[src/rtl/priority_encoder_rr.sv]
// Registered N-input priority encoder with a one-deep valid/ready output stage.
// Supports fixed (highest index wins) and round-robin priority selected per transaction.
module priority_encoder_rr #(
  parameter int N = 16
) (
  input  logic                 clk,
  input  logic                 rst,
  input  logic                 en,
  input  logic [N-1:0]         w,
  input  logic                 mode,
  input  logic                 in_valid,
  output logic                 in_ready,
  output logic [$clog2(N)-1:0] y,
  output logic                 any,
  output logic                 out_valid,
  input  logic                 out_ready
);

  localparam int W = $clog2(N);
  localparam logic [W-1:0] LAST = W'(N - 1);

  logic [W-1:0] y_q, y_d;
  logic [W-1:0] ptr_q, ptr_d;
  logic         any_q, any_d;
  logic         ov_q, ov_d;

  logic [W-1:0] fix_idx_s;
  logic [W-1:0] rr_idx_s;
  logic [W-1:0] rr_pos_s;
  logic         rr_hit_s;
  logic         hit_s;
  logic         accept_s;

  assign in_ready  = !ov_q || out_ready;
  assign accept_s  = in_valid && in_ready;
  assign hit_s     = en && (|w);

  assign y         = y_q;
  assign any       = any_q;
  assign out_valid = ov_q;

  // Fixed priority: the last set bit seen while scanning upward is the highest index.
  always_comb begin
    fix_idx_s = '0;
    for (int i = 0; i < N; i++) begin
      if (w[i]) begin
        fix_idx_s = W'(i);
      end else begin
        fix_idx_s = fix_idx_s;
      end
    end
  end

  // Round-robin: scan ptr, ptr-1, ... wrapping from 0 to N-1 (not 2^W-1).
  always_comb begin
    rr_idx_s = '0;
    rr_pos_s = '0;
    rr_hit_s = 1'b0;
    for (int k = 0; k < N; k++) begin
      if (ptr_q >= W'(k)) begin
        rr_pos_s = ptr_q - W'(k);
      end else begin
        rr_pos_s = ptr_q + W'(N - k);
      end
      if (!rr_hit_s && w[rr_pos_s]) begin
        rr_idx_s = rr_pos_s;
        rr_hit_s = 1'b1;
      end else begin
        rr_hit_s = rr_hit_s;
      end
    end
  end

  // Next-state for the output stage and the round-robin pointer.
  always_comb begin
    y_d   = y_q;
    any_d = any_q;
    ov_d  = ov_q;
    ptr_d = ptr_q;
    if (accept_s) begin
      ov_d  = 1'b1;
      any_d = hit_s;
      if (!hit_s) begin
        y_d = '0;
      end else if (mode) begin
        y_d   = rr_idx_s;
        ptr_d = (rr_idx_s == '0) ? LAST : rr_idx_s - W'(1);
      end else begin
        y_d = fix_idx_s;
      end
    end else if (out_ready) begin
      ov_d = 1'b0;
    end else begin
      ov_d = ov_q;
    end
  end

  // State registers; reset leaves the pointer at N-1 so the first RR grant matches fixed priority.
  always_ff @(posedge clk or posedge rst) begin
    if (rst) begin
      y_q   <= '0;
      any_q <= 1'b0;
      ov_q  <= 1'b0;
      ptr_q <= LAST;
    end else begin
      y_q   <= y_d;
      any_q <= any_d;
      ov_q  <= ov_d;
      ptr_q <= ptr_d;
    end
  end

endmodule

[config.mk]
export PLATFORM = sky130hd
export DESIGN_NAME = priority_encoder_rr
export DESIGN_NICKNAME = d
export VERILOG_FILES = /design/src/rtl/priority_encoder_rr.sv
export SDC_FILE = /design/constraint.sdc
export NUM_CORES = 1
export LEC_CHECK = 0
export BUFFER_PORTS_ARGS = -buffer_cell sky130_fd_sc_hd__buf_2
export CAP_MARGIN = 20
export CORE_MARGIN = 2
export CORE_UTILIZATION = 55
export DETAILED_ROUTE_END_ITERATION = 12
export PLACE_DENSITY = 0.75
export SYNTH_ARGS = -nofsm -noshare
export SYNTH_HDL_FRONTEND = slang
export SYNTH_SLANG_ARGS = --single-unit
[constraint.sdc]
create_clock -name clk -period 14.6 [get_ports clk]
set_clock_uncertainty 0.15 [all_clocks]
set_input_delay 2.92 -clock clk [delete_from_list [all_inputs] [get_ports clk]]
set_output_delay 2.92 -clock clk [all_outputs]
set_load 0.005 [all_outputs]
# Yosys cells after proc, flatten, opt, wreduce, memory -nomap -nowiden

Cells that the tools add are included.

Register bits after elaboration: 10
Input port bits: 22
Output and inout port bits: 7

$add $sub $neg: 31
Order comparisons: 31
Multiplexer cells: 98
Reduce and logical (&&, ||, !) cells: 38

Operator list:

| kind                                                                         | number |
|---|---|
| 4-bit two-way mux                                                            | 47 |
| 4-bit by 5-bit less-than comparator with 1-bit output, second input constant | 16 |
| 1-bit binary-select mux with 4-bit select                                    | 16 |
| 1-bit two-way mux                                                            | 34 |
| 4-bit adder, second input constant                                           | 8 |
| 4-bit >= comparator, second input constant                                   | 8 |
| 4-bit subtractor, second input constant                                      | 8 |
| 1-bit logical AND                                                            | 17 |
| 4-bit by 3-bit adder with 4-bit output, second input constant                | 4 |
| 4-bit by 3-bit >= comparator with 1-bit output, second input constant        | 4 |
| 1-bit logical NOT                                                            | 16 |
| 16-bit OR reduction                                                          | 1 |
| 4-bit by 3-bit subtractor with 4-bit output, second input constant           | 4 |
| 4-bit by 2-bit adder with 4-bit output, second input constant                | 2 |
| 4-bit by 2-bit >= comparator with 1-bit output, second input constant        | 2 |
| 4-bit by 1-bit subtractor with 4-bit output, second input constant           | 2 |
| 4-bit by 2-bit subtractor with 4-bit output, second input constant           | 2 |
| 4-bit by 1-bit adder with 4-bit output, second input constant                | 1 |
| 4-bit by 1-bit >= comparator with 1-bit output, second input constant        | 1 |
| 4-bit logical NOT                                                            | 1 |
| 3-bit AND reduction                                                          | 1 |
| 2-bit two-way mux                                                            | 1 |
| 2-bit nonzero test                                                           | 1 |
| 1-bit logical OR                                                             | 1 |

# Depth between registers and ports, before layout

Gate-level depths: netlist (run 1).

Depth after elaboration: 50
Mapped depth: 19
Mapped depth without buffers: 15

# Worst setup path before layout (run 1)

OpenSTA, ideal clock, no wires.

Kind: input port to output port
From: in out_ready
To: out in_ready
Arrival: 3.077 ns
Required time: 11.530 ns
Slack: 8.453 ns
Stages: 1
Buffers on the path: 0
Path through: nand2b_1

Longest elaborated chain between the ends: 1

Ends and longest elaborated chain:

| item             | line | text |
|---|---|---|
| start, declared  | 16   | `input logic out_ready` |
| 1-bit logical OR | 34   | `assign in_ready = !ov_q \|\| out_ready;` |
| end, declared    | 12   | `output logic in_ready,` |

No other way between the ends.

# Worst setup path after layout (run 1)

Ends and elaborated chain as after synthesis.

==> results of run 1 <==
-- state kept, by name, indices dropped and copies added, names as in the netlist --
register   count
y              4
any            1
out_valid      1
ptr_q          4
-- per-stage QoR --
stage | cells | utilization | worst slack, ps | cell area, um^2 | hold WS, ps
2_1_floorplan | 348 | - | 8450 | 2910 | 324
4_1_cts | 435 | 0.608 | 8210 | 3110 | 323
3_5_place_dp | 431 | 0.598 | 8190 | 3050 | 313
5_1_grt | 436 | 0.610 | 8130 | 3110 | 360
6_report | 436 | 0.610 | 8200 | 3110 | 322
3_3_place_gp | 431 | 0.598 | 8240 | 3050 | 306
-- critical path, delay by kind of cell --
kind | cells | cell delay (ps)
buf+inv | 2 | 240
simple gates | 1 | 170
-- metal layers --
| metal | global-route usage | share of wire | vias to the layer above |
|---|---|---|---|
| li1 | - | - | 1389 |
| met1 | 0.401 | 0.43 | 1451 |
| met2 | 0.465 | 0.48 | 139 |
| met3 | 0.0318 | 0.068 | 15 |
| met4 | 0.0673 | 0.020 | 0 |
| met5 | 0 | 0 | - |
-- Yosys cell counts, types with 3 or more instances --
cell / number
a21o_1: 4
a21oi_1: 27
a22oi_1: 4
a31oi_1: 6
a32o_1: 3
buf_2: 6
clkbuf_1: 6
dfrtp_1: 6
dfstp_2: 4
ha_1: 11
inv_1: 20
mux2_2: 9
mux2i_1: 21
mux4_2: 26
nand2_1: 35
nand2b_1: 4
nand3_1: 8
nor2_1: 30
nor3_1: 9
nor4_1: 3
o211ai_1: 6
o21ai_0: 18
o21ai_1: 3
o21bai_1: 3
o22a_1: 3
o31ai_1: 3
xnor2_1: 5
xor2_1: 3
-- worst max path at each step --
stage,from,to,depth (start not counted)
2_1_floorplan,out_ready,in_ready,1
3_3_place_gp,out_ready,in_ready,3
3_5_place_dp,w[13],ptr_q[0]$_DFFE_PP1P_,13
4_1_cts,out_ready,in_ready,3
5_1_grt,w[13],ptr_q[0]$_DFFE_PP1P_,14
6_report,out_ready,in_ready,3
-- cells by family (layout without fill, tap and decap cells) --
logic type      count (synthesis)  count (layout)  share of synthesized area
compound gates                106             106                      0.245
xor+xnor                        9               9                     0.0297
fa+ha+maj                      11              11                     0.0473
buf+inv                        38              56                     0.0597
flops                          10              10                     0.0877
mux                            60              60                      0.334
simple gates                  114             114                      0.197
-- layout make-up --
cell class	instances	area (um^2)
clock buffer	4	55.1
tap	70	87.6
inverter	23	86.3
fill	438	1990
sequential	10	255
multi-input combinational	300	2480
timing repair buffer	29	148
==> impl_metrics.tcl, run 1 <==
set metrics [dict create \
    run_status "completed" \
    cpPeakStageDelay_ps 170 \
    ys_warn_count 0 \
    drt-initial-drc-count 372 \
    slew-limit-headroom 0.345 \
    cp-start-kind "input port" \
    hold_depth 1 \
    postCtsHoldBufs 0 \
    postCtsSetupRepairBufs 0 \
    syn_nets 381 \
    antenna_found_initial 0 \
    final_common_cell "nand2_1" \
    die_w_um 76.8 \
    clock-sinks 10 \
    cts_tree "done" \
    path_class "in2out" \
    cts_buffer_depth 2 \
    r2r_cells 14 \
    seq_area_frac_synth 0.0877 \
    end_kind "primary output" \
    synthFlopType "dfrtp_1" \
    core_mm2 0.00511 \
    die_area_mm2 0.00589 \
    path_cells "buf_2 -> nand2b_1 -> buf_2" \
    grt_overflow 0 \
    route.detailed.drc 0 \
    firstDrtPassIters 5 \
    synthDistinctLibCells 74 \
    r2r_setup_slack_ps 8860 \
    syn_to_final_growth_pct 6.96 \
    synth_top_area_share 0.201 \
    cts_root_buffer "clkbuf_8" \
    gp_congestion 1.02 \
    fp-row-count 26 \
    rsz0062_at_grt "no" \
    grt_pass1_vias 2761 \
    grt_max_degree 27 \
    fmax_mhz 156 \
    synth_edf_count 0 \
    clk_latency_ps 230 \
    layout_common_cells "35 x nand2_1, 30 x nor2_1, 28 x buf_2, 27 x a21oi_1, 26 x mux4_2" \
    numCtsBuffers 3 \
    drive_above_1_share 0.238 \
    slowest_stage "nand2b_1" \
    whs_endpoint "any$_DFFE_PP0P_" \
    required_ps 11530 \
    postSynth.asyncResetShare 1.00 \
    r2r_start "ptr_q[1]$_DFFE_PP1P_" \
    io_pins 29 \
    antenna_cells 0 \
    fin_crit_sh 0.438 \
    grt_pass1_wl_um 13700 \
    die_height_um 76.8 \
    grt_usage 0.283 \
    vias 2994 \
    synthTopCellsByArea "mux4_2 20%, mux2i_1 7.2%, dfrtp_1 5.2%, ha_1 4.7%, a21oi_1 4.6%" \
    worstHoldPathType "reg2reg" \
    final_max_slew_viol_count 0 \
    synth_cells 348 \
    ys_ff_latch 10 \
    synth_area_leader_cell "mux4_2" \
    io_buffers 28 \
    ant_nets 0 \
    path_common_cell "buf_2" \
    min-delay-start "any$_DFFE_PP0P_" \
    finalSetupViolations 0 \
    wirelength_um 8240 \
    fin_tns_setup_ps 0 \
    synth_area_mm2 0.00291 \
    h-tree-depth 1 \
    fin_nets 400 \
    avgSynthCellArea_um2 8.37 \
    path_max_fanout 3 \
    hold_violations 0 \
    start_util 0.570 \
    timing.rr.end "ptr_q[0]$_DFFE_PP1P_" \
    min_period_ps 6400 \
    cts_resized 0 \
    cts.clk_slew.worst_paths_ps 40 \
    wl_per_cell_um 18.9 \
    avgViaCountPerCell 6.87 \
    worst_slew_pin_slew_ps 976 \
    timing.max_cap.violations 0 \
    post-dp-hpwl_um 6190 \
    worst_ep_arrival_time_ps 3330 \
]
Power of run 1 is left out: the tool's default activity adds up to more than one toggle a clock period on the data nets, which glitch-free logic cannot reach.
==> run 2: changes to the inputs <==
clock period = 6.1 ns   (was 14.6 ns; I/O delays follow)
==> impl_metrics.tcl, run 2 (synthesized netlist as in run 1, its figures left out) <==
set metrics [dict create \
    run_status "completed" \
    layout_common_cells "35 x nand2_1, 30 x nor2_1, 28 x buf_2, 27 x a21oi_1, 26 x mux4_2" \
    end_kind "register" \
    grt_overflow 0 \
    cts.clk_slew.worst_paths_ps 50 \
    cts_buffer_depth 2 \
    drt-initial-drc-count 396 \
    die_height_um 76.8 \
    whs_endpoint "any$_DFFE_PP0P_" \
    hold_violations 0 \
    wirelength_um 8360 \
    grt_pass1_vias 2732 \
    hold_ws_ps 318 \
    h-tree-depth 1 \
    start_util 0.570 \
    grt_usage 0.287 \
    r2r_setup_slack_ps 1020 \
    io_buffers 28 \
    required_ps 6110 \
    route.detailed.drc 0 \
    io_pins 29 \
    r2r_cells 15 \
    syn_to_final_growth_pct 7.91 \
    final_max_slew_viol_count 0 \
    gp_congestion 0.986 \
    path_max_fanout 13 \
    timing.rr.end "ptr_q[0]$_DFFE_PP1P_" \
    firstDrtPassIters 6 \
    finalSetupViolations 0 \
    grt_pass1_wl_um 13700 \
    path_class "reg2reg" \
    fp-row-count 26 \
    core_mm2 0.00511 \
    fmax_mhz 197 \
    antenna_found_initial 0 \
    r2r_start "ptr_q[2]$_DFFE_PP1P_" \
    fin_tns_setup_ps 0 \
    cts_tree "done" \
    postCtsHoldBufs 0 \
    final_common_cell "nand2_1" \
    postCtsSetupRepairBufs 0 \
    rsz0062_at_grt "no" \
    numCtsBuffers 3 \
    min-delay-start "any$_DFFE_PP0P_" \
    cp-start-kind "register" \
    slew-limit-headroom 0.415 \
    post-dp-hpwl_um 6390 \
    cts_resized 0 \
    fin_nets 405 \
    antenna_cells 0 \
    vias 3048 \
    clock-sinks 10 \
    worst_slew_pin_slew_ps 870 \
    worst_ep_arrival_time_ps 5090 \
    die_w_um 76.8 \
    avgViaCountPerCell 6.91 \
    die_area_mm2 0.00589 \
    fin_crit_sh 0.832 \
    ant_nets 0 \
    worstHoldPathType "reg2reg" \
    min_period_ps 5080 \
    hold_depth 1 \
    timing.max_cap.violations 0 \
    drive_above_1_share 0.245 \
    clk_latency_ps 230 \
    wl_per_cell_um 19.0 \
    cts_root_buffer "clkbuf_8" \
    grt_max_degree 26 \
]
run 2: worst max path at each step:
stage                          from  cells after the start                   end  slack (ps)
2_1_floorplan  ptr_q[1]$_DFFE_PP1P_                     17  ptr_q[0]$_DFFE_PP1P_        1090
3_3_place_gp   ptr_q[2]$_DFFE_PP1P_                     14  ptr_q[0]$_DFFE_PP1P_        1280
3_5_place_dp   ptr_q[2]$_DFFE_PP1P_                     15  ptr_q[0]$_DFFE_PP1P_        1120
4_1_cts        ptr_q[2]$_DFFE_PP1P_                     15  ptr_q[0]$_DFFE_PP1P_        1110
5_1_grt        ptr_q[2]$_DFFE_PP1P_                     15  ptr_q[0]$_DFFE_PP1P_         760
6_report       ptr_q[2]$_DFFE_PP1P_                     15  ptr_q[0]$_DFFE_PP1P_        1020
run 2: cell type report:
type,instances,area (um^2)
Multi-Input combinational cell,300,2480
Fill cell,450,1970
Sequential cell,10,255
Timing Repair Buffer,34,185
Tap cell,70,87.6
Inverter,23,86.3
Clock buffer,4,45.0
run 2: worst max-delay path: stages (launching register included):
cell and delay (ps):
dfstp_2 540, clkinv_1 360, ha_1 820, mux4_2 410, mux2i_1 310, o211ai_1 320
or2_1 370, a2111oi_0 440, or3_1 180, a22oi_1 80, o21ai_1 380, ha_1 240
inv_1 70, nor2_1 120, a211oi_2 80, a21oi_1 130
run 2: stage by stage:
step	utilization	std cells	instance area, um^2	worst slack [ps]
after floorplan	-	348	2910	1090
after global placement	0.606	437	3100	1280
after detailed placement	0.606	437	3100	1120
after CTS	0.615	441	3140	1110
after global routing	0.615	441	3140	765
final	0.615	441	3140	1020
run 2: routing by layer:
metal / track usage / vias to the layer above / wire length, um
li1: - / 1389 / -
met1: 0.409 / 1423 / 3510
met2: 0.460 / 195 / 3810
met3: 0.0329 / 41 / 695
met4: 0.0818 / 0 / 341
met5: 0 / - / 0
Power of run 2 is left out for the same reason.
